$ cat src/rtl/lcd_write_engine.sv
// lcd_write_engine: HD44780-class LCD bus write engine.
// Each valid/ready handshake accepts one byte. The engine then drives the
// RS/RW/DB/E write waveform with programmable setup, enable-pulse, hold and
// execution times. Clear (0x01) and home (0x02) commands get the long wait.
//
// Optional feature macro: LCD_NIBBLE_MODE_EN
//   defined   - each byte is sent as two E pulses on lcd_db[7:4], high
//               nibble first; lcd_db[3:0] is held at 0.
//   undefined - 8-bit mode, one E pulse per byte.
//
// Ports:
//   clk       clock
//   rst       asynchronous active-high reset
//   wr_valid  request present (source holds rs/data until accepted)
//   wr_ready  engine idle; accept when wr_valid && wr_ready
//   wr_rs     register select (0 command, 1 data)
//   wr_data   byte to write
//   wr_done   one-cycle pulse on the final exec-wait cycle
//   lcd_e     enable strobe
//   lcd_rs    RS pin
//   lcd_rw    RW pin, tied 0
//   lcd_db    data pins
module lcd_write_engine #(
    parameter int unsigned T_SETUP     = 2,
    parameter int unsigned T_EPW       = 12,
    parameter int unsigned T_HOLD      = 2,
    parameter int unsigned T_EXEC      = 2000,
    parameter int unsigned T_EXEC_LONG = 82000
) (
    input  logic       clk,
    input  logic       rst,
    input  logic       wr_valid,
    output logic       wr_ready,
    input  logic       wr_rs,
    input  logic [7:0] wr_data,
    output logic       wr_done,
    output logic       lcd_e,
    output logic       lcd_rs,
    output logic       lcd_rw,
    output logic [7:0] lcd_db
);

    localparam int unsigned MAX_A = (T_SETUP > T_EPW)  ? T_SETUP : T_EPW;
    localparam int unsigned MAX_B = (T_HOLD  > T_EXEC) ? T_HOLD  : T_EXEC;
    localparam int unsigned MAX_C = (MAX_A   > MAX_B)  ? MAX_A   : MAX_B;
    localparam int unsigned MAX_T = (MAX_C > T_EXEC_LONG) ? MAX_C : T_EXEC_LONG;
    localparam int unsigned CNT_W = $clog2(MAX_T + 1);

    // Counter holds remaining cycles minus one; a state ends when it reads 0.
    localparam logic [CNT_W-1:0] LD_SETUP = CNT_W'(T_SETUP - 1);
    localparam logic [CNT_W-1:0] LD_EPW   = CNT_W'(T_EPW - 1);
    localparam logic [CNT_W-1:0] LD_HOLD  = CNT_W'(T_HOLD - 1);
    localparam logic [CNT_W-1:0] LD_EXEC  = CNT_W'(T_EXEC - 1);
    localparam logic [CNT_W-1:0] LD_LONG  = CNT_W'(T_EXEC_LONG - 1);

    // Elaboration-time parameter bounds
    if (T_SETUP < 1) begin : g_bad_setup
        $error("lcd_write_engine: T_SETUP must be >= 1");
    end
    if (T_EPW < 1) begin : g_bad_epw
        $error("lcd_write_engine: T_EPW must be >= 1");
    end
    if (T_HOLD < 1) begin : g_bad_hold
        $error("lcd_write_engine: T_HOLD must be >= 1");
    end
    if (T_EXEC < 1) begin : g_bad_exec
        $error("lcd_write_engine: T_EXEC must be >= 1");
    end
    if (T_EXEC_LONG < T_EXEC) begin : g_bad_long
        $error("lcd_write_engine: T_EXEC_LONG must be >= T_EXEC");
    end

    typedef enum logic [2:0] {
        S_IDLE  = 3'd0,
        S_SETUP = 3'd1,
        S_EHIGH = 3'd2,
        S_HOLD  = 3'd3,
        S_EXEC  = 3'd4
    } state_t;

    state_t           state_q, state_d;
    logic [CNT_W-1:0] cnt_q, cnt_d;
    logic             rs_q, rs_d;
    logic [7:0]       data_q, data_d;
    logic [7:0]       db_q, db_d;
    logic             e_q, e_d;
    logic             ready_q, ready_d;
    logic             done_q, done_d;
    logic             accept_c;
    logic             long_c;
`ifdef LCD_NIBBLE_MODE_EN
    logic             nib_q, nib_d;
`endif

    assign accept_c = (state_q == S_IDLE) && wr_valid;
    assign long_c   = !rs_q && ((data_q == 8'h01) || (data_q == 8'h02));

    // State, counter and registered outputs
    always_ff @(posedge clk or posedge rst) begin
        if (rst) begin
            state_q <= S_IDLE;
            cnt_q   <= '0;
            rs_q    <= 1'b0;
            data_q  <= 8'h00;
            db_q    <= 8'h00;
            e_q     <= 1'b0;
            ready_q <= 1'b1;
            done_q  <= 1'b0;
`ifdef LCD_NIBBLE_MODE_EN
            nib_q   <= 1'b0;
`endif
        end else begin
            state_q <= state_d;
            cnt_q   <= cnt_d;
            rs_q    <= rs_d;
            data_q  <= data_d;
            db_q    <= db_d;
            e_q     <= e_d;
            ready_q <= ready_d;
            done_q  <= done_d;
`ifdef LCD_NIBBLE_MODE_EN
            nib_q   <= nib_d;
`endif
        end
    end

    // Next-state and counter reload on every state entry
    always_comb begin
        state_d = state_q;
        cnt_d   = cnt_q - CNT_W'(1);
`ifdef LCD_NIBBLE_MODE_EN
        nib_d   = nib_q;
`endif
        case (state_q)
            S_IDLE: begin
                cnt_d = cnt_q;
                if (wr_valid) begin
                    state_d = S_SETUP;
                    cnt_d   = LD_SETUP;
`ifdef LCD_NIBBLE_MODE_EN
                    nib_d   = 1'b0;
`endif
                end
            end
            S_SETUP: begin
                if (cnt_q == '0) begin
                    state_d = S_EHIGH;
                    cnt_d   = LD_EPW;
                end
            end
            S_EHIGH: begin
                if (cnt_q == '0) begin
                    state_d = S_HOLD;
                    cnt_d   = LD_HOLD;
                end
            end
            S_HOLD: begin
                if (cnt_q == '0) begin
                    state_d = S_EXEC;
                    cnt_d   = long_c ? LD_LONG : LD_EXEC;
`ifdef LCD_NIBBLE_MODE_EN
                    // First nibble done: go back for the low nibble, no exec
                    if (!nib_q) begin
                        state_d = S_SETUP;
                        cnt_d   = LD_SETUP;
                        nib_d   = 1'b1;
                    end
`endif
                end
            end
            S_EXEC: begin
                if (cnt_q == '0) begin
                    state_d = S_IDLE;
                    cnt_d   = '0;
                end
            end
            default: begin
                state_d = S_IDLE;
                cnt_d   = '0;
            end
        endcase
    end

    // Output next values, decoded from the upcoming state
    always_comb begin
        rs_d    = rs_q;
        data_d  = data_q;
        db_d    = db_q;
        e_d     = (state_d == S_EHIGH);
        ready_d = (state_d == S_IDLE);
        done_d  = (state_d == S_EXEC) && (cnt_d == '0);
        if (accept_c) begin
            rs_d   = wr_rs;
            data_d = wr_data;
`ifdef LCD_NIBBLE_MODE_EN
            db_d   = {wr_data[7:4], 4'h0};
`else
            db_d   = wr_data;
`endif
        end
`ifdef LCD_NIBBLE_MODE_EN
        if ((state_q == S_HOLD) && (cnt_q == '0) && !nib_q) begin
            db_d = {data_q[3:0], 4'h0};
        end
`endif
    end

    assign wr_ready = ready_q;
    assign wr_done  = done_q;
    assign lcd_e    = e_q;
    assign lcd_rs   = rs_q;
    assign lcd_rw   = 1'b0;
    assign lcd_db   = db_q;

endmodule

$ cat config.mk
export PLATFORM = sky130hd
export DESIGN_NAME = lcd_write_engine
export DESIGN_NICKNAME = d
export VERILOG_FILES = /design/src/rtl/lcd_write_engine.sv
export SDC_FILE = /design/constraint.sdc
export NUM_CORES = 1
export LEC_CHECK = 0
export ABC_AREA = 0
export CAP_MARGIN = 20
export CORE_MARGIN = 5
export CORE_UTILIZATION = 55
export DETAILED_ROUTE_END_ITERATION = 7
export PLACE_DENSITY = 0.82
export RECOVER_POWER = 100
export SYNTH_ARGS = -nofsm -noshare
export SYNTH_HDL_FRONTEND = slang
export SYNTH_SLANG_ARGS = --single-unit
$ cat constraint.sdc
create_clock -name clk -period 3.4 [get_ports clk]
set_clock_uncertainty 0.1 [all_clocks]
set_input_delay 0.85 -clock clk [delete_from_list [all_inputs] [get_ports clk]]
set_output_delay 0.85 -clock clk [all_outputs]
set_load 0.02 [all_outputs]
== Word-level counts from Yosys, hierarchy flattened ==
Index checks and enable logic that the tools add are counted.

* Output and inout bits: 13
* Bits of input ports: 12
* Register bits: 32

* Add/sub/neg operators: 1
* Equal/unequal tests: 8
* Mux-type cells: 13
* Reductions and logical operators: 9

{| class="wikitable"
|+ Operator list
! kind !! number
|-
| two-way mux 17 bit || 6
|-
| case mux 17 bit (5 select lines) || 1
|-
| zero test 17 bit || 2
|-
| subtractor 17 x 1 -> 17 bit, second input constant || 1
|-
| two-way mux 3 bit || 5
|-
| case mux 3 bit (5 select lines) || 1
|-
| == test 3 x 2 -> 1 bit, second input constant || 3
|-
| == test 8 x 1 -> 1 bit, second input constant || 1
|-
| == test 8 x 2 -> 1 bit, second input constant || 1
|-
| == test 3 bit, second input constant || 2
|-
| zero test 3 bit || 2
|-
| == test 3 x 1 -> 1 bit, second input constant || 1
|-
| logical AND 1 bit || 3
|-
| zero test 1 bit || 1
|-
| logical OR 1 bit || 1
|}

== Logic depth before layout (Yosys ltp) ==
Gate-level depths: netlist of the first run.

* Depth in word-level cells: 8
* Depth in mapped cells: 10

== Least setup slack after synthesis of the first run ==
No wires, ideal clock.

* Kind: flip-flop to flip-flop
* From: reg cnt_q[0]
* To: reg done_q (netlist: wr_done)
* Buffers on the path: 0
* Required time: 3179 ps
* Data arrival time: 2371 ps
* Setup slack: 808 ps
* Setup time: 121 ps
* Stages on the path, launching flop included: 10
* Path through: dfrtp_1 > inv_1 > ha_1 > or4b_1 > nor2_2 > nand2_1 > or4_1 > nand3_2 > nor3_1 > and4b_1

* Longest elaborated chain between the ends: 5
* Elaborated cells on any way between the ends: 16

{| class="wikitable"
|+ RTL lines
! item !! RTL line !! RTL
|-
| start: declaration || 82 || <nowiki>logic [CNT_W-1:0] cnt_q, cnt_d;</nowiki>
|-
| start signal: assignment || 114 || <nowiki>cnt_q <= cnt_d;</nowiki>
|-
| subtractor 17 x 1 -> 17 bit or zero test 17 bit (tied branches) || - ||
|-
| two-way mux 17 bit (on tied branches) || - ||
|-
| case mux 17 bit (5 select lines) * || 134 || <nowiki>case (state_q)</nowiki>
|-
| net cnt_d[14] || 82 ||
|-
| zero test 17 bit * || 191 || <nowiki>done_d = (state_d == S_EXEC) && (cnt_d == '0);</nowiki>
|-
| logical AND 1 bit * || 191 ||
|-
| net done_d || 88 || <nowiki>logic done_q, done_d;</nowiki>
|-
| end signal: assignment || 120 || <nowiki>done_q <= done_d;</nowiki>
|-
| end: declaration || 88 ||
|}

The timed path passes the listed nets; every way through them passes the cells marked *.
A chain may end at the register's enable or synchronous reset.

== Worst setup path after layout of the first run ==
* From: reg cnt_q[0]
* To: reg done_q (netlist: wr_done)

* Longest elaborated chain between the ends: 5
* Elaborated cells on any way between the ends: 16

{| class="wikitable"
|+ RTL lines
! item !! RTL line !! RTL
|-
| subtractor 17 x 1 -> 17 bit or zero test 17 bit (tied branches) || - ||
|-
| two-way mux 17 bit, or another cell as far along || 172 || <nowiki>if (cnt_q == '0) begin</nowiki>
|-
| case mux 17 bit (5 select lines) or case mux 3 bit (5 select lines) (tied branches) || 134 ||
|-
| zero test 17 bit or == test 3 bit (tied branches) || 191 ||
|-
| logical AND 1 bit * || 191 ||
|-
| net done_d || 88 ||
|}

Marked as above.

==> impl_results.rst, run 1 <==
.. list-table::
   :header-rows: 1

   * - Metric
     - Value
   * - Count of antenna-violating nets left after detailed routing
     - 0
   * - Synth Area per Inst
     - 9.68 µm²
   * - Worst path max stage delay
     - roughly 580 ps
   * - Number of core rows
     - 21
   * - Top_reg_cell synth
     - sky130_fd_sc_hd__dfrtp_1
   * - Yosys warnings
     - 0
   * - Resized cells post-CTS
     - 0
   * - Number of primary I/O pins
     - 25
   * - Tcrit/Tclk final
     - 92.2%
   * - Tightest slew margin relative to the limit
     - -16.0%
   * - Core footprint
     - approximately 0.0034 mm²
   * - Setup repair bufs after CTS
     - 0
   * - Sink count of the clock tree
     - 32
   * - Status
     - finished, violations left
   * - Clock tree from TritonCTS
     - yes
   * - Total wirelength of the detailed-routed design
     - around 4.6 mm
   * - Total setup violations reported at the end of the flow
     - 0
   * - Die W
     - 69.2 µm
   * - H-Tree Depth
     - 2
   * - Via count
     - around 1800
   * - Arrival time of the worst setup path
     - about 3300 ps
   * - Maximum capacitance violations
     - 1
   * - Pwr/cell area
     - between 300 and 400 mW/mm²
   * - Proportion of layout cells with a drive suffix above 1
     - approximately 14%
   * - Sum of overflow across all layers after global routing
     - 0
   * - Dpl hpwl
     - about 3.4 mm
   * - Count of cells along the worst register-to-register path
     - 9
   * - Final number of max-transition violations
     - 33
   * - Starting DRT DRC Count
     - about 190
   * - Die Y-Extent
     - 69.2 µm
   * - Initial core utilization
     - between 50 and 60%
   * - Post-placement cell area
     - about 0.0022 mm²
   * - Worst hold path depth
     - 1
   * - Worst-path maximum fanout
     - 8
   * - Type of the worst setup path
     - reg2reg
   * - EDFF count, synth
     - 0
   * - Area of all sequential standard cells
     - approximately 800 µm²
   * - GRT Resource Usage Total
     - about a fifth
   * - Iteration count of the initial detailed-routing pass
     - 8
   * - Maximum buffer depth of the clock tree
     - 2
   * - Hold-fix buffers, CTS
     - 0
   * - Fillcell total
     - 269
   * - Cell at the root of the clock tree
     - sky130_fd_sc_hd__clkbuf_4
   * - Origin of the worst setup path
     - cnt_q[0]
   * - Vias per Instance
     - between 6 and 7
   * - ANT cells
     - 0
   * - Min-Delay Endpoint
     - cnt_q[0]
   * - Maximum number of pins on one net before global-route repair
     - 33
   * - Final Instance Area
     - 0.00221 mm²
   * - Share of flip-flops with an asynchronous set or reset after synthesis
     - 100%
   * - Clk slew on worst S/H paths
     - approximately 100 ps
   * - Sequential fraction of the synthesis area
     - 41.7%
   * - Worst-case vdd ir drop
     - roughly 0.25 mV
   * - Number of distinct standard cells referenced by the synthesized netlist
     - roughly 60
   * - Post-route DRC violation count
     - 0
   * - Violated checks
     - capacitance limit, slew limit
   * - Worst Setup Start Kind
     - register
   * - Worst reg-to-reg setup slack
     - 260 ps
   * - Setup_tns
     - 0 ps
   * - Tightest Hold Check Type
     - reg2reg
   * - Cells after synthesis
     - ~200
   * - Final core utilization
     - 65.7%
   * - CP max-delay cell
     - sky130_fd_sc_hd__or4b_1
   * - Most frequent cells in the layout
     - 31 x sky130_fd_sc_hd__dfrtp_1, 18 x sky130_fd_sc_hd__o21ai_0, 17 x sky130_fd_sc_hd__nor2_1
   * - Post-synthesis instance area
     - 0.00193 mm²
   * - Setup repair after global routing missed its margin
     - no
   * - Worst reg2reg endpoint
     - wr_done
   * - Nets
     - 236
   * - WL/cell
     - between 15 and 20 µm
   * - Highest clock rate
     - approximately 320 MHz
   * - Latest clock arrival within the worst-skew pair
     - about 340 ps
   * - Count of buffers from port buffering
     - 23
   * - Initial antenna violation count
     - 0
   * - Leakage dissipation
     - around 0.9 nW
   * - Most common cell after layout, fill and taps aside
     - sky130_fd_sc_hd__dfrtp_1
   * - Total area of multi-input combinational cells
     - between 0.001 and 0.0015 mm²
   * - Worst-margin pin slew
     - about 1700 ps
   * - Critical path, cell by cell
     - inv_1, ha_1, or4b_1, nor3_1, o31ai_1, a311oi_1, and4_1, and4b_1, and4b_1
   * - Final hold violation count
     - 0
   * - Total nets after synthesis
     - ~210
   * - Reg-to-Reg Start
     - cnt_q[0]
   * - Routability-driven placement congestion ratio
     - between 0.9 and 1
   * - Critical hold path startpoint
     - cnt_q[0]
   * - Layout area overhead
     - 14.8%
   * - Crit path top cell by count
     - sky130_fd_sc_hd__and4b_1
   * - Die area
     - 0.00478 mm²
   * - Number of synthesized register bits
     - 32
   * - First-pass GRT wire length
     - between 7 and 8 mm
   * - Worst Path Required
     - roughly 3600 ps
   * - Total clock buffers created by CTS
     - 5
   * - Minimum clock period after layout
     - ~3100 ps
   * - CP Capture Type
     - register
   * - Number of global-route vias before repair
     - about 1800
==> area by class of cell <==
cell class | instances | share of cell area (%)
inverters | 6 | 1.02
well taps | 46 | 2.60
repair buffers | 26 | 11.1
clock buffers | 8 | 2.66
flip-flops and latches | 32 | 36.3
multi-input cells | 152 | 46.3
==> critical path, delay by kind of cell, from the launching register on <==
| family | cells | cell delay [ps] |
|---|---|---|
| compound gates | 2 | 470 |
| fa+ha+maj | 1 | 290 |
| buf+inv | 1 | 90 |
| flops | 1 | 430 |
| simple gates | 5 | 1710 |
==> cell usage after synthesis, types with 3 or more instances <==
| master | number | area, µm² |
|---|---|---|
| sky130_fd_sc_hd__mux2_2 | 10 | 113 |
| sky130_fd_sc_hd__o31ai_1 | 6 | 45.0 |
| sky130_fd_sc_hd__a211oi_1 | 3 | 22.5 |
| sky130_fd_sc_hd__nand2_1 | 16 | 60.1 |
| sky130_fd_sc_hd__nand3_1 | 3 | 15.0 |
| sky130_fd_sc_hd__inv_1 | 6 | 22.5 |
| sky130_fd_sc_hd__clkbuf_1 | 5 | 18.8 |
| sky130_fd_sc_hd__nor2b_1 | 3 | 18.8 |
| sky130_fd_sc_hd__nor2_1 | 15 | 56.3 |
| sky130_fd_sc_hd__a21oi_1 | 6 | 30.0 |
| sky130_fd_sc_hd__o21ai_0 | 18 | 90.1 |
| sky130_fd_sc_hd__dfrtp_1 | 31 | 776 |
| sky130_fd_sc_hd__nor4_1 | 5 | 31.3 |
| sky130_fd_sc_hd__nor3_1 | 9 | 45.0 |
| sky130_fd_sc_hd__a31oi_1 | 3 | 18.8 |
==> power breakdown <==
part / leakage [nW] / switching, mW / internal [mW]
registers: 0.366 / 0.00418 / 0.386
logic: 0.498 / 0.0234 / 0.0234
clock network: 0.0326 / 0.125 / 0.102
==> layer usage <==
metal	global-route usage [%]	share of wire, %	vias to the layer above
met1	25.3	42	850
met5	0	0	-
met2	32.3	48	90
met4	11.9	2.3	0
met3	5.94	7.3	13
li1	-	-	797
==> how the worst max path moves through the flow <==
stage	endpoint	slack, ps	cells past startpoint
global route	wr_done	110	9
detailed placement	wr_done	470	9
CTS	wr_done	440	9
global placement	wr_done	550	8
finish	wr_done	260	9
floorplan	wr_done	810	9
==> stage by stage <==
stage	setup slack (ps)	hold WS (ps)	instances	total power, mW
floorplan	808	375	199	0.419
global route	107	455	270	0.696
CTS	439	426	270	0.674
finish	264	434	270	0.663
detailed placement	470	416	262	0.448
global placement	549	401	262	0.446
==> sequential cells by signal (all words and copies together) (netlist names) <==
name and count:
cnt_q 17, lcd_db 8, state_q 3, lcd_e 1, lcd_rs 1, wr_done 1
wr_ready 1
==> cell families after synthesis <==
| kind of cell | after synthesis | synth area share [%] |
|---|---|---|
| adders and majority gates | 1 | 0.650 |
| other | 1 | 0.195 |
| buffers and inverters | 15 | 3.77 |
| and+or+nand+nor | 82 | 26.3 |
| DFF | 32 | 41.7 |
| AOI/OAI and AO/OA | 55 | 20.2 |
| muxes | 11 | 6.37 |
| xor gates and xnor gates | 2 | 0.910 |
No activity file was read; power rests on OpenSTA's default activity.
==> run 2, diff against run 1 <==
Settings changed: CORE_UTILIZATION 55 to 50, PLACE_DENSITY 0.82 to 0.75, RECOVER_POWER 100 to 25.
==> impl_results.rst, run 2 (synthesized netlist as in run 1, its figures left out) <==
.. list-table::
   :header-rows: 1

   * - Metric
     - Value
   * - Clock tree from TritonCTS
     - yes
   * - Internal power summed over all cells
     - between 0.5 and 0.6 mW
   * - Initial antenna violation count
     - 0
   * - Worst path max stage delay
     - approximately 450 ps
   * - Worst reg-to-reg setup slack
     - about 380 ps
   * - Final core utilization
     - around three fifths
   * - Arrival time of the worst setup path
     - roughly 3100 ps
   * - Number of global-route vias before repair
     - 1699
   * - Layout area overhead
     - 18.1%
   * - Setup_tns
     - 0 ps
   * - First-pass GRT wire length
     - 7.78 mm
   * - Final Instance Area
     - around 0.0023 mm²
   * - Tcrit/Tclk final
     - 88.7%
   * - Highest clock rate
     - 331 MHz
   * - Most frequent cells in the layout
     - 31 x sky130_fd_sc_hd__dfrtp_1, 22 x sky130_fd_sc_hd__clkdlybuf4s50_1, 18 x sky130_fd_sc_hd__o21ai_0
   * - Critical path, cell by cell
     - inv_1, ha_1, nor4b_2, and4_1, nor2_4, a311o_1, a211oi_1, and4b_1, and4b_1
   * - H-Tree Depth
     - 2
   * - Post-placement cell area
     - about 0.0022 mm²
   * - Leakage dissipation
     - just under 0.9 nW
   * - Share of power burned in the clock network
     - between 30% and 40%
   * - Dpl hpwl
     - approximately 3.4 mm
   * - Via count
     - roughly 1700
   * - Flip-flop count of the largest register, all copies and words added
     - 17
   * - Latest clock arrival within the worst-skew pair
     - 290 ps
   * - Sequential cell fraction of total power
     - between 50% and 60%
   * - Resized cells post-CTS
     - 0
   * - Maximum buffer depth of the clock tree
     - 2
   * - Routability-driven placement congestion ratio
     - approximately 0.90
   * - Total net switching power
     - around 0.17 mW
   * - Maximum number of pins on one net before global-route repair
     - 19
   * - Die Y-Extent
     - approximately 72 µm
   * - Final Total Pwr
     - between 0.7 and 0.8 mW
   * - Vias per Instance
     - 6.21
   * - Worst-case vdd ir drop
     - 0.293 mV
   * - Clk slew on worst S/H paths
     - roughly 70 ps
   * - Gate family responsible for the most delay along the worst path
     - simple AND/OR/NAND/NOR gates
   * - Pwr/cell area
     - between 300 and 400 mW/mm²
   * - Number of primary I/O pins
     - 25
   * - Tightest slew margin relative to the limit
     - approximately two fifths
   * - Maximum capacitance violations
     - 0
   * - Total wirelength of the detailed-routed design
     - around 4.5 mm
   * - GRT Resource Usage Total
     - approximately a fifth
   * - Tightest Hold Check Type
     - reg2reg
   * - Worst-margin pin slew
     - 883 ps
   * - Setup repair bufs after CTS
     - 0
   * - Worst Setup Start Kind
     - register
   * - Core footprint
     - about 0.0037 mm²
   * - Cell at the root of the clock tree
     - sky130_fd_sc_hd__clkbuf_8
   * - Status
     - finished clean
   * - DP Worst Slack
     - about 450 ps
   * - WL/cell
     - roughly 17 µm
   * - Final number of max-transition violations
     - 0
   * - Die W
     - slightly above 70 µm
   * - Proportion of layout cells with a drive suffix above 1
     - between 10% and 20%
   * - Worst-path maximum fanout
     - 8
   * - Count of buffering cells on the critical path with inverters included
     - 1
   * - Setup repair after global routing missed its margin
     - no
   * - Die area
     - 0.00519 mm²
   * - Count of antenna-violating nets left after detailed routing
     - 0
   * - Worst Path Required
     - between 3000 and 4000 ps
   * - Final hold violation count
     - 0
   * - Starting DRT DRC Count
     - about 170
   * - Type of the worst setup path
     - reg2reg
   * - CP max-delay cell
     - sky130_fd_sc_hd__and4_1
   * - Post-route setup slack
     - 383 ps
   * - Sum of overflow across all layers after global routing
     - 0
   * - Minimum clock period after layout
     - roughly 3000 ps
   * - Count of buffers from port buffering
     - 23
   * - Total setup violations reported at the end of the flow
     - 0
   * - Nets
     - approximately 240
   * - ANT cells
     - 0
   * - Hold-fix buffers, CTS
     - 0
   * - Most common cell after layout, fill and taps aside
     - sky130_fd_sc_hd__dfrtp_1
   * - Sink count of the clock tree
     - 32
   * - Crit path top cell by count
     - sky130_fd_sc_hd__and4b_1
   * - Initial core utilization
     - around 52%
   * - Share of total power in combinational logic
     - approximately 6.7%
   * - CP Capture Type
     - register
   * - Switching fraction of total power
     - a little under a quarter
   * - Top register by number of flip-flops
     - cnt_q
   * - Number of core rows
     - 22
   * - Iteration count of the initial detailed-routing pass
     - 4
   * - Post-route DRC violation count
     - 0
   * - Total clock buffers created by CTS
     - 5
[run 2: cell types whose count changed in the layout (fill, tap and decap cells not counted), moves of 2 or more]
| cell | previous run | this run |
|---|---|---|
| sky130_fd_sc_hd__buf_4 | 1 | 3 |
| sky130_fd_sc_hd__clkdlybuf4s50_1 | 9 | 22 |
| sky130_fd_sc_hd__clkbuf_8 | 1 | 5 |
| sky130_fd_sc_hd__nor2_1 | 17 | 15 |
| sky130_fd_sc_hd__clkbuf_4 | 5 | 0 |
| sky130_fd_sc_hd__dlygate4sd3_1 | 14 | 1 |
[run 2: cell type report]
class	instances	area, µm²
Clock buffer	7	76.3
Timing Repair Buffer	27	256
Clock inverter	1	5.00
Multi-Input combinational cell	152	1050
Tap cell	48	60.1
Inverter	6	22.5
Sequential cell	32	802
Fill cell	305	1420
[run 2: metal layers]
layer / track usage (%) / up-vias / part of all wire [%]
li1: - / 797 / -
met1: 23.6 / 819 / 44
met2: 30.1 / 64 / 47
met3: 5.68 / 16 / 6.1
met4: 8.98 / 0 / 3.1
met5: 0 / - / 0
[run 2: power groups by stage]
stage          Sequential [mW]  Combinational [mW]  Clock [mW]
6_report                 0.391              0.0482       0.282
3_3_place_gp             0.397              0.0491           0
2_1_floorplan            0.404              0.0153           0
4_1_cts                  0.391              0.0501       0.289
5_1_grt                  0.391              0.0531       0.308
3_5_place_dp             0.398              0.0499           0
[run 2: path summary, 6_finish.rpt]
check                           startpoint        end  cells after the start
worst max-delay path              cnt_q[0]    wr_done                      9
worst min-delay path              cnt_q[0]   cnt_q[0]                      1
worst max register to register    cnt_q[0]    wr_done                      9
worst min register to register    cnt_q[0]   cnt_q[0]                      1
max in group asynchronous              rst  lcd_db[5]                      3
min in group asynchronous              rst  cnt_q[11]                      2
[run 2: stage by stage]
stage               hold slack [ps]  cells
CTS                             425    273
detailed placement              415    265
global placement                403    265
global route                    453    273
finish                          424    273
floorplan                       375    199
==> run 3, diff against run 2 <==
Settings changed: CORE_UTILIZATION 50 to 30, PLACE_DENSITY 0.75 to 0.51, SKIP_LAST_GASP set to 1.
==> impl_results.rst, run 3 (synthesized netlist as in run 1, its figures left out) <==
.. list-table::
   :header-rows: 1

   * - Metric
     - Value
   * - Cell at the root of the clock tree
     - sky130_fd_sc_hd__clkbuf_8
   * - Maximum buffer depth of the clock tree
     - 2
   * - Worst Setup Start Kind
     - register
   * - Initial antenna violation count
     - 0
   * - Dpl hpwl
     - roughly 3.6 mm
   * - Iteration count of the initial detailed-routing pass
     - 4
   * - Resized cells post-CTS
     - 0
   * - Nets
     - ~240
   * - Most common cell after layout, fill and taps aside
     - sky130_fd_sc_hd__dfrtp_1
   * - Sink count of the clock tree
     - 32
   * - Setup_tns
     - 0 ps
   * - Violated checks
     - capacitance limit, slew limit
   * - Type of the worst setup path
     - reg2reg
   * - Clock tree from TritonCTS
     - yes
   * - WL/cell
     - approximately 16 µm
   * - End of the critical path
     - wr_done
   * - H-Tree Depth
     - 2
   * - ANT cells
     - 0
   * - CP Capture Type
     - register
   * - Vias per Instance
     - 5.40
   * - Fillcell total
     - between 600 and 700
   * - Die Y-Extent
     - 90.1 µm
   * - DP Worst Slack
     - 459 ps
   * - Count of buffers from port buffering
     - 23
   * - Tightest Hold Check Type
     - reg2reg
   * - Proportion of layout cells with a drive suffix above 1
     - about 19%
   * - Levels on crit path
     - 9
   * - Post-route setup slack
     - 428 ps
   * - Die W
     - around 90 µm
   * - Number of core rows
     - 29
   * - Maximum capacitance violations
     - 1
   * - Worst path max stage delay
     - roughly 600 ps
   * - Maximum number of pins on one net before global-route repair
     - 33
   * - Final hold violation count
     - 0
   * - Gate family responsible for the most delay along the worst path
     - simple AND/OR/NAND/NOR gates
   * - Status
     - finished, violations left
   * - GRT Resource Usage Total
     - between 10 and 15%
   * - Clk slew on worst S/H paths
     - 70 ps
   * - Total wirelength of the detailed-routed design
     - slightly below 5 mm
   * - Via count
     - 1637
   * - Sum of overflow across all layers after global routing
     - 0
   * - Tightest slew margin relative to the limit
     - -21.4%
   * - Tcrit/Tclk final
     - a little under 90%
   * - Count of buffering cells on the critical path with inverters included
     - 1
   * - Layout area overhead
     - 22.7%
   * - Count of antenna-violating nets left after detailed routing
     - 0
   * - Flip-flop count of the largest register, all copies and words added
     - 17
   * - Origin of the worst setup path
     - cnt_q[0]
   * - Critical path, cell by cell
     - inv_1, ha_1, or4b_1, nor2_2, nand2_1, or4_1, nand3_2, nor3_1, and4b_1
   * - Top register by number of flip-flops
     - cnt_q
   * - Worst-margin pin slew
     - around 1800 ps
   * - CP max-delay cell
     - sky130_fd_sc_hd__or4_1
   * - Worst reg2reg endpoint
     - wr_done
   * - Setup repair after global routing missed its margin
     - no
   * - Final number of max-transition violations
     - 33
   * - Number of global-route vias before repair
     - 1555
   * - Core footprint
     - ~0.0063 mm²
   * - Post-route DRC violation count
     - 0
   * - Reg-to-Reg Start
     - cnt_q[0]
   * - Leakage dissipation
     - 0.920 nW
   * - Most frequent cells in the layout
     - 31 x sky130_fd_sc_hd__dfrtp_1, 22 x sky130_fd_sc_hd__clkdlybuf4s50_1, 18 x sky130_fd_sc_hd__o21ai_0
   * - Initial core utilization
     - between 30% and 40%
   * - Highest clock rate
     - about 340 MHz
   * - Total setup violations reported at the end of the flow
     - 0
   * - Number of primary I/O pins
     - 25
   * - Pwr/cell area
     - 359 mW/mm²
   * - Die area
     - between 0.008 and 0.009 mm²
   * - First-pass GRT wire length
     - approximately 8 mm
   * - Hold-fix buffers, CTS
     - 0
   * - Minimum clock period after layout
     - 2970 ps
   * - Worst reg-to-reg setup slack
     - roughly 430 ps
   * - Setup repair bufs after CTS
     - 0
   * - Arrival time of the worst setup path
     - 3040 ps
   * - Total clock buffers created by CTS
     - 5
   * - Worst-case vdd ir drop
     - around 0.22 mV
   * - Starting DRT DRC Count
     - between 150 and 200
   * - Routability-driven placement congestion ratio
     - about 0.83
   * - Count of cells along the worst register-to-register path
     - 9
   * - Worst-path maximum fanout
     - 8
   * - Latest clock arrival within the worst-skew pair
     - between 200 and 300 ps
   * - Worst Path Required
     - approximately 3500 ps
   * - Worst hold path depth
     - 1
## run 3: changes by cell type in the layout (fill, tap and decap cells not counted), sizes merged
cell,delta
clkinv,-1
bufinv,+1
buf,+1
## run 3: per-stage QoR
stage	area (µm²)	total power [mW]	cells	hold slack, ps	utilization, %
after floorplan	1930	0.419	199	375	-
after global placement	2240	0.448	295	404	35.5
after detailed placement	2240	0.448	295	418	35.5
after CTS	2370	0.861	303	428	37.5
after global routing	2360	0.882	303	462	37.4
final	2360	0.847	303	431	37.4
## run 3: layout make-up
class / count / area (µm²) / share of cell area, %
multi-input cells: 152 / 1050 / 44.5
flip-flops and latches: 32 / 802 / 34.0
inverters: 6 / 22.5 / 0.953
clock inverters: 1 / 30.0 / 1.27
clock buffers: 7 / 96.3 / 4.08
well taps: 77 / 96.3 / 4.08
repair buffers: 28 / 264 / 11.2
## run 3: report_power, final
group          total, mW  internal, mW  switching (mW)
Sequential         0.391         0.386         0.00444
Clock              0.408         0.259           0.149
Combinational     0.0487        0.0256          0.0231
Total              0.847         0.670           0.177
## run 3: worst min path at each step
| stage | from | endpoint | slack (ps) |
|---|---|---|---|
| 2_1_floorplan | cnt_q[0] | cnt_q[0] | 380 |
| 3_3_place_gp | cnt_q[0] | cnt_q[0] | 400 |
| 3_5_place_dp | cnt_q[0] | cnt_q[0] | 420 |
| 4_1_cts | cnt_q[0] | cnt_q[0] | 430 |
| 5_1_grt | cnt_q[0] | cnt_q[0] | 460 |
| 6_report | cnt_q[0] | cnt_q[0] | 430 |
## run 3: layer usage
| metal | routed length, µm | share of wire [%] | track usage, % | vias to the layer above |
|---|---|---|---|---|
| li1 | - | - | - | 800 |
| met1 | 2360 | 49 | 16.0 | 788 |
| met2 | 2140 | 44 | 18.2 | 38 |
| met3 | 212 | 4.4 | 3.51 | 11 |
| met4 | 115 | 2.4 | 5.21 | 0 |
| met5 | 0 | 0 | 0 | - |
